<file path="src/rtl/f2_sprite_render_if.sv">
// Raster-in / VRAM / DAC signal bundle for f2_sprite_render.
// master: timing generator + VRAM + DAC side; slave: the sprite renderer.
interface f2_sprite_render_if;
    logic       pix_en;
    logic [9:0] hcount;
    logic [9:0] vcount;
    logic       video_on;
    logic       hsync_in;
    logic       vsync_in;
    logic [9:0] pos_x;
    logic [9:0] pos_y;
    logic [2:0] bg_color;
    logic [7:0] pixel_addr;
    logic [2:0] image_index;
    logic [2:0] pixel_data;
    logic [2:0] rgb_out;
    logic       hsync_out;
    logic       vsync_out;

    modport master (
        output pix_en, hcount, vcount, video_on, hsync_in, vsync_in,
               pos_x, pos_y, bg_color, pixel_data,
        input  pixel_addr, image_index, rgb_out, hsync_out, vsync_out
    );

    modport slave (
        input  pix_en, hcount, vcount, video_on, hsync_in, vsync_in,
               pos_x, pos_y, bg_color, pixel_data,
        output pixel_addr, image_index, rgb_out, hsync_out, vsync_out
    );
endinterface

</file>
<file path="src/rtl/f2_sprite_render.sv">
// Two-stage sprite pixel pipeline: raster -> VRAM address/frame, VRAM RGB -> DAC.
// Define SPRITE_TRANSPARENCY_EN to treat VRAM colour 3'b111 as transparent.
module f2_sprite_render #(
    parameter int unsigned SCALE_LOG2 = 0,
    parameter int unsigned FRAME_DIV  = 30,
    parameter int unsigned NUM_IMAGES = 2
) (
    input  logic               clk,
    input  logic               rst_n,
    f2_sprite_render_if.slave  bus
);
    localparam int unsigned CW       = 11;
    localparam int unsigned EXTENT   = 16 << SCALE_LOG2;
    localparam logic [CW-1:0] EXT_W  = CW'(EXTENT);
    localparam logic [7:0] FDIV_LAST = 8'(FRAME_DIV - 1);
    localparam logic [2:0] IMG_LAST  = 3'(NUM_IMAGES - 1);

    logic [9:0]    px_q;
    logic [9:0]    py_q;
    logic [7:0]    frame_cnt;
    logic          hit1;
    logic          von1;
    logic          hs1;
    logic          vs1;
    logic [CW-1:0] dx;
    logic [CW-1:0] dy;
    logic          hit;
    logic          frame_start;
    logic          sprite_vis;

    // 11-bit offsets keep sprites hanging past column/line 1023 from aliasing
    always_comb begin
        dx          = {1'b0, bus.hcount} - {1'b0, px_q};
        dy          = {1'b0, bus.vcount} - {1'b0, py_q};
        hit         = (bus.hcount >= px_q) && (bus.vcount >= py_q) &&
                      (dx < EXT_W) && (dy < EXT_W);
        frame_start = bus.pix_en && (bus.hcount == 10'd0) && (bus.vcount == 10'd0);
    end

`ifdef SPRITE_TRANSPARENCY_EN
    assign sprite_vis = hit1 && (bus.pixel_data != 3'b111);
`else
    assign sprite_vis = hit1;
`endif

    always_ff @(posedge clk) begin
        if (!rst_n) begin
            px_q            <= 10'd0;
            py_q            <= 10'd0;
            frame_cnt       <= 8'd0;
            hit1            <= 1'b0;
            von1            <= 1'b0;
            hs1             <= 1'b1;
            vs1             <= 1'b1;
            bus.pixel_addr  <= 8'd0;
            bus.image_index <= 3'd0;
            bus.rgb_out     <= 3'd0;
            bus.hsync_out   <= 1'b1;
            bus.vsync_out   <= 1'b1;
        end else if (bus.pix_en) begin
            // stage 1: address generation and flag alignment
            if (hit) begin
                bus.pixel_addr <= {dy[SCALE_LOG2 +: 4], dx[SCALE_LOG2 +: 4]};
            end
            hit1 <= hit;
            von1 <= bus.video_on;
            hs1  <= bus.hsync_in;
            vs1  <= bus.vsync_in;

            // stage 2: colour select with syncs kept in step
            bus.rgb_out   <= !von1      ? 3'b000 :
                             sprite_vis ? bus.pixel_data : bus.bg_color;
            bus.hsync_out <= hs1;
            bus.vsync_out <= vs1;

            // position latch and animation only move at frame start
            if (frame_start) begin
                px_q <= bus.pos_x;
                py_q <= bus.pos_y;
                if (frame_cnt >= FDIV_LAST) begin
                    frame_cnt       <= 8'd0;
                    bus.image_index <= (bus.image_index >= IMG_LAST) ? 3'd0
                                                                     : bus.image_index + 3'd1;
                end else begin
                    frame_cnt <= frame_cnt + 8'd1;
                end
            end
        end
    end
endmodule

</file>
<file path="src/flat_wrapper.sv">
// flat-port wrapper written by rule: the top's interface ports become plain ports
module f2_sprite_render_flat 
#(
    parameter int unsigned SCALE_LOG2 = 0,
    parameter int unsigned FRAME_DIV  = 30,
    parameter int unsigned NUM_IMAGES = 2
)
  (clk, rst_n, bus_pix_en, bus_hcount, bus_vcount, bus_video_on, bus_hsync_in, bus_vsync_in, bus_pos_x, bus_pos_y, bus_bg_color, bus_pixel_data, bus_pixel_addr, bus_image_index, bus_rgb_out, bus_hsync_out, bus_vsync_out);
  f2_sprite_render_if bus_i ();
  input  logic clk;
  input  logic rst_n;
  input wire logic [$bits(bus_i.pix_en)-1:0] bus_pix_en;
  input wire logic [$bits(bus_i.hcount)-1:0] bus_hcount;
  input wire logic [$bits(bus_i.vcount)-1:0] bus_vcount;
  input wire logic [$bits(bus_i.video_on)-1:0] bus_video_on;
  input wire logic [$bits(bus_i.hsync_in)-1:0] bus_hsync_in;
  input wire logic [$bits(bus_i.vsync_in)-1:0] bus_vsync_in;
  input wire logic [$bits(bus_i.pos_x)-1:0] bus_pos_x;
  input wire logic [$bits(bus_i.pos_y)-1:0] bus_pos_y;
  input wire logic [$bits(bus_i.bg_color)-1:0] bus_bg_color;
  input wire logic [$bits(bus_i.pixel_data)-1:0] bus_pixel_data;
  output wire logic [$bits(bus_i.pixel_addr)-1:0] bus_pixel_addr;
  output wire logic [$bits(bus_i.image_index)-1:0] bus_image_index;
  output wire logic [$bits(bus_i.rgb_out)-1:0] bus_rgb_out;
  output wire logic [$bits(bus_i.hsync_out)-1:0] bus_hsync_out;
  output wire logic [$bits(bus_i.vsync_out)-1:0] bus_vsync_out;
  assign bus_i.pix_en = bus_pix_en;
  assign bus_i.hcount = bus_hcount;
  assign bus_i.vcount = bus_vcount;
  assign bus_i.video_on = bus_video_on;
  assign bus_i.hsync_in = bus_hsync_in;
  assign bus_i.vsync_in = bus_vsync_in;
  assign bus_i.pos_x = bus_pos_x;
  assign bus_i.pos_y = bus_pos_y;
  assign bus_i.bg_color = bus_bg_color;
  assign bus_i.pixel_data = bus_pixel_data;
  assign bus_pixel_addr = bus_i.pixel_addr;
  assign bus_image_index = bus_i.image_index;
  assign bus_rgb_out = bus_i.rgb_out;
  assign bus_hsync_out = bus_i.hsync_out;
  assign bus_vsync_out = bus_i.vsync_out;
  f2_sprite_render #(.SCALE_LOG2(SCALE_LOG2), .FRAME_DIV(FRAME_DIV), .NUM_IMAGES(NUM_IMAGES)) u_core (.clk(clk), .rst_n(rst_n), .bus(bus_i));
endmodule
</file>
<file path="config.mk">
export PLATFORM = sky130hd
export DESIGN_NAME = f2_sprite_render_flat
export DESIGN_NICKNAME = d
export VERILOG_FILES = /design/src/rtl/f2_sprite_render_if.sv /design/src/rtl/f2_sprite_render.sv /design/src/flat_wrapper.sv
export SDC_FILE = /design/constraint.sdc
export NUM_CORES = 1
export LEC_CHECK = 0
export ABC_AREA = 1
export CAP_MARGIN = 20
export CORE_MARGIN = 10
export CORE_UTILIZATION = 25
export CTS_BUF_LIST = sky130_fd_sc_hd__clkbuf_8
export DETAILED_ROUTE_END_ITERATION = 6
export SYNTH_ARGS = -nofsm -noshare
export SYNTH_HDL_FRONTEND = slang
export SYNTH_SLANG_ARGS = --single-unit
export TNS_END_PERCENT = 50
</file>
<file path="constraint.sdc">
create_clock -name clk -period 3.87 [get_ports clk]
set_input_delay 0.774 -clock clk [delete_from_list [all_inputs] [get_ports clk]]
set_output_delay 0.774 -clock clk [all_outputs]
set_load 0.02 [all_outputs]
</file>
==> metrics.yaml <==
initial_antenna_violation_count: 0
num_vias: 3031
grt_max_degree: 43
end_kind: "register"
ys_dominant_reg_cell: "sky130_fd_sc_hd__dfxtp_1"
critical-path-max-stage-delay_ns: 0.47
fillCellCount: 1319
p_leak_nw: 1.76
critical_path_buf_inv_count: 3
globalRouteOverflowTotal: 0
class_of_the_most_critical_hold_timing_path: "register to register"
worst_clock_skew_ns: 0.00578
max_cap_violations: 0
ios: 68
final.period_utilization_pct: 77.4
vias_per_cell: 4.29
drc_errors: 0
nets: 616
worst_setup_path_start_kind: "input port"
post_cts_resize_count: 0
timing.setup.tns_ns: 0
place_hpwl_um: 7450
tritoncts.num_buffers: 5
cp_cell_sequence: "clkdlybuf4s50_1, inv_1, ha_1, fa_1, inv_1, nand2_1, nand2_1, nand4_1, nand2_1, nand2_1, nand2_1, nand2_1, nor2_4, nand3_4, nor2_1, nor2_1"
place.gp.congestion: 0.849
critical_path.startpoint: "bus_hcount[0]"
design.die.area_sq_mm: 0.0175
groute.usage.overall_pct: 10.2
worst_path_max_delay_cell: "sky130_fd_sc_hd__clkdlybuf4s50_1"
areaGrowthSynthToFinish_pct: 29.9
finalCriticalPeriod_ns: 3.00
cts.htree.levels: 2
timing_worst_setup_path_type: "input port to register"
floorplan.die.height_um: 132
seq_area_sq_um: 961
port-buffer-count: 67
routed_wl_um: 8990
first_iter_violations: 151
chipWidth_um: 132
timing.final.setup_violations: 0
synth.distinct_cells: 33
leading_cell_type_by_number_of_instances_after_synthesis: "sky130_fd_sc_hd__nand2_1"
synth_warnings: 0
placeableCoreArea_sq_mm: 0.0122
cp_common_cell: "sky130_fd_sc_hd__nand2_1"
firstDrtPassIters: 4
synthesis.nets: 550
fraction_of_layout_instances_using_a_drive_strength_above_1_pct: 5.39
dp_cells: 698
synth.top_cells.by_count: "sky130_fd_sc_hd__nand2_1 (105), sky130_fd_sc_hd__nor2_1 (80), sky130_fd_sc_hd__inv_1 (74)"
worstPathRequired_ns: 4.06
worst-slew-pin-transition_ns: 0.434
outcome: "completed"
async_reset_ff_share_pct: 0
min-delay-start: "u_core.bus.hsync_out"
p_per_area_mw_per_mm2: 245
final_cells: 706
clk-insertion-delay-late_ns: 0.30
synth.avg_cell_area_sq_um: 6.69
cts.root.buffer_cell: "sky130_fd_sc_hd__clkbuf_8"
area_used_by_multi_input_combinational_logic_sq_mm: 0.00185
post_synth_main_area_contributors: "sky130_fd_sc_hd__dfxtp_1 (30%), sky130_fd_sc_hd__nand2_1 (13%), sky130_fd_sc_hd__ha_1 (9.9%)"
upper_clock_frequency_limit_ghz: 0.334
detail_route.wl_per_cell_um: 12.7
cts_post_setup_buffers_inserted: 0
initial_core_utilization_pct: 25.9
rsz0062_at_grt: "false"
synth.top_cell.area_share_pct: 30.5
row_count: 40
vdd_drop_max_mv: 0.133
cp.arrival_ns: 3.19
antenna_cells_inserted: 0
max-clock-path-buffers: 2
library_cell_with_the_largest_summed_area_after_synthesis: "sky130_fd_sc_hd__dfxtp_1"
cp_top_family: "simple AND/OR/NAND/NOR gates"
timing.slew.headroom_pct: 71.1
r2r_start: "u_core.px_q[0]"
tritoncts_clock_tree: "yes"
ant_nets: 0
clkTransAtPathRegs_ns: 0.08
netlist_instances: 471
synth_sequential_area_ratio_pct: 30.5
post_synth_instance_area_sq_mm: 0.00315
hold_viol: 0
worstPathMaxFanout: 14
hold_buffers: 0
grt_pass1_vias: 3032
grt_first_pass_wirelength_um: 15000
number_of_enable_flip_flop_cells_after_synthesis: 0
postSynthRegisterBits: 48
clock-sinks: 48
timing.final.max_slew_violations: 0
## worst paths after layout
check | end | slack [ns] | cells after the start
setup / recovery | u_core.bus.pixel_addr[2] | 0.87 | 16
hold / removal | u_core.bus.hsync_out | 0.46 | 2
hold reg to reg | u_core.bus.hsync_out | 0.46 | 2
setup reg to reg | u_core.bus.pixel_addr[2] | 1.55 | 14
## layer usage
metal  track usage (%)  up-vias  routed length (um)
li1                  -     1631                   -
met1              12.9     1340                4330
met2              17.4       56                4190
met3              2.44        4                 427
met4              1.47        0                  43
met5                 0        -                   0
## cells in the final DEF, fill, tap and decap left out, drive strengths merged
cell type and count:
nor4 7, xor2 7, clkinvlp 1, or3 1, nand2 112, nand3 28, dfxtp 48, clkinv 1
inv 76, nor3 8, o21bai 3, buf 3, o21ai 8, or2 2, a211oi 19, clkbuf 6
nor3b 3, xnor2 1, a21oi 15, fa 2, nor2 84, nand3b 4, nand4 7, ha 25
clkdlybuf4s50 67
## cells by family (layout without fill, tap and decap cells)
| group | count (synthesis) | after routing | share of synthesized area, % |
|---|---|---|---|
| DFF | 48 | 48 | 30.5 |
| and+or+nand+nor | 256 | 256 | 36.4 |
| AOI/OAI and AO/OA | 45 | 45 | 8.89 |
| adders and majority gates | 27 | 27 | 11.2 |
| xor gates and xnor gates | 8 | 8 | 2.22 |
| buffers and inverters | 87 | 154 | 10.8 |
## tightest hold or removal path, stage by stage, from the launching register on
cell	delay, ns
sky130_fd_sc_hd__dfxtp_1	0.33
sky130_fd_sc_hd__nand2_1	0.05
sky130_fd_sc_hd__nand3_1	0.05
## final cells by class
type / instances / share of cell area, %
multi-input cells: 336 / 45.2
clock buffers: 6 / 2.02
repair buffers: 70 / 16.9
well taps: 168 / 5.13
clock inverters: 2 / 0.275
inverters: 76 / 6.97
flip-flops and latches: 48 / 23.5
## flip-flops by register name, summed over array words and instances, names as in the netlist
signal / flops
u_core.px_q: 10
u_core.py_q: 10
u_core.bus.pixel_addr: 8
u_core.frame_cnt: 8
u_core.bus.image_index: 3
u_core.bus.rgb_out: 3
u_core.bus.hsync_out: 1
u_core.bus.vsync_out: 1
u_core.hit1: 1
u_core.hs1: 1
u_core.von1: 1
u_core.vs1: 1
## power breakdown
part | internal [W] | switching, W
registers | 0.000498 | 0.00000200
logic | 0.0000934 | 0.000102
clock network | 0.000143 | 0.000163
total | 0.000734 | 0.000268
## through the flow
step	hold WS, ns	total power (W)	util, %	cell area, sq um	setup WS, ns
2_1_floorplan	0.429	0.000616	-	3150	1.29
3_3_place_gp	0.439	0.000705	32.9	4000	0.653
3_5_place_dp	0.443	0.000706	32.9	4000	0.599
4_1_cts	0.464	0.00102	33.7	4100	0.894
5_1_grt	0.486	0.00106	33.7	4100	0.651
6_report	0.459	0.00100	33.7	4100	0.873
Note: power is estimated with default switching activity, not from simulation.
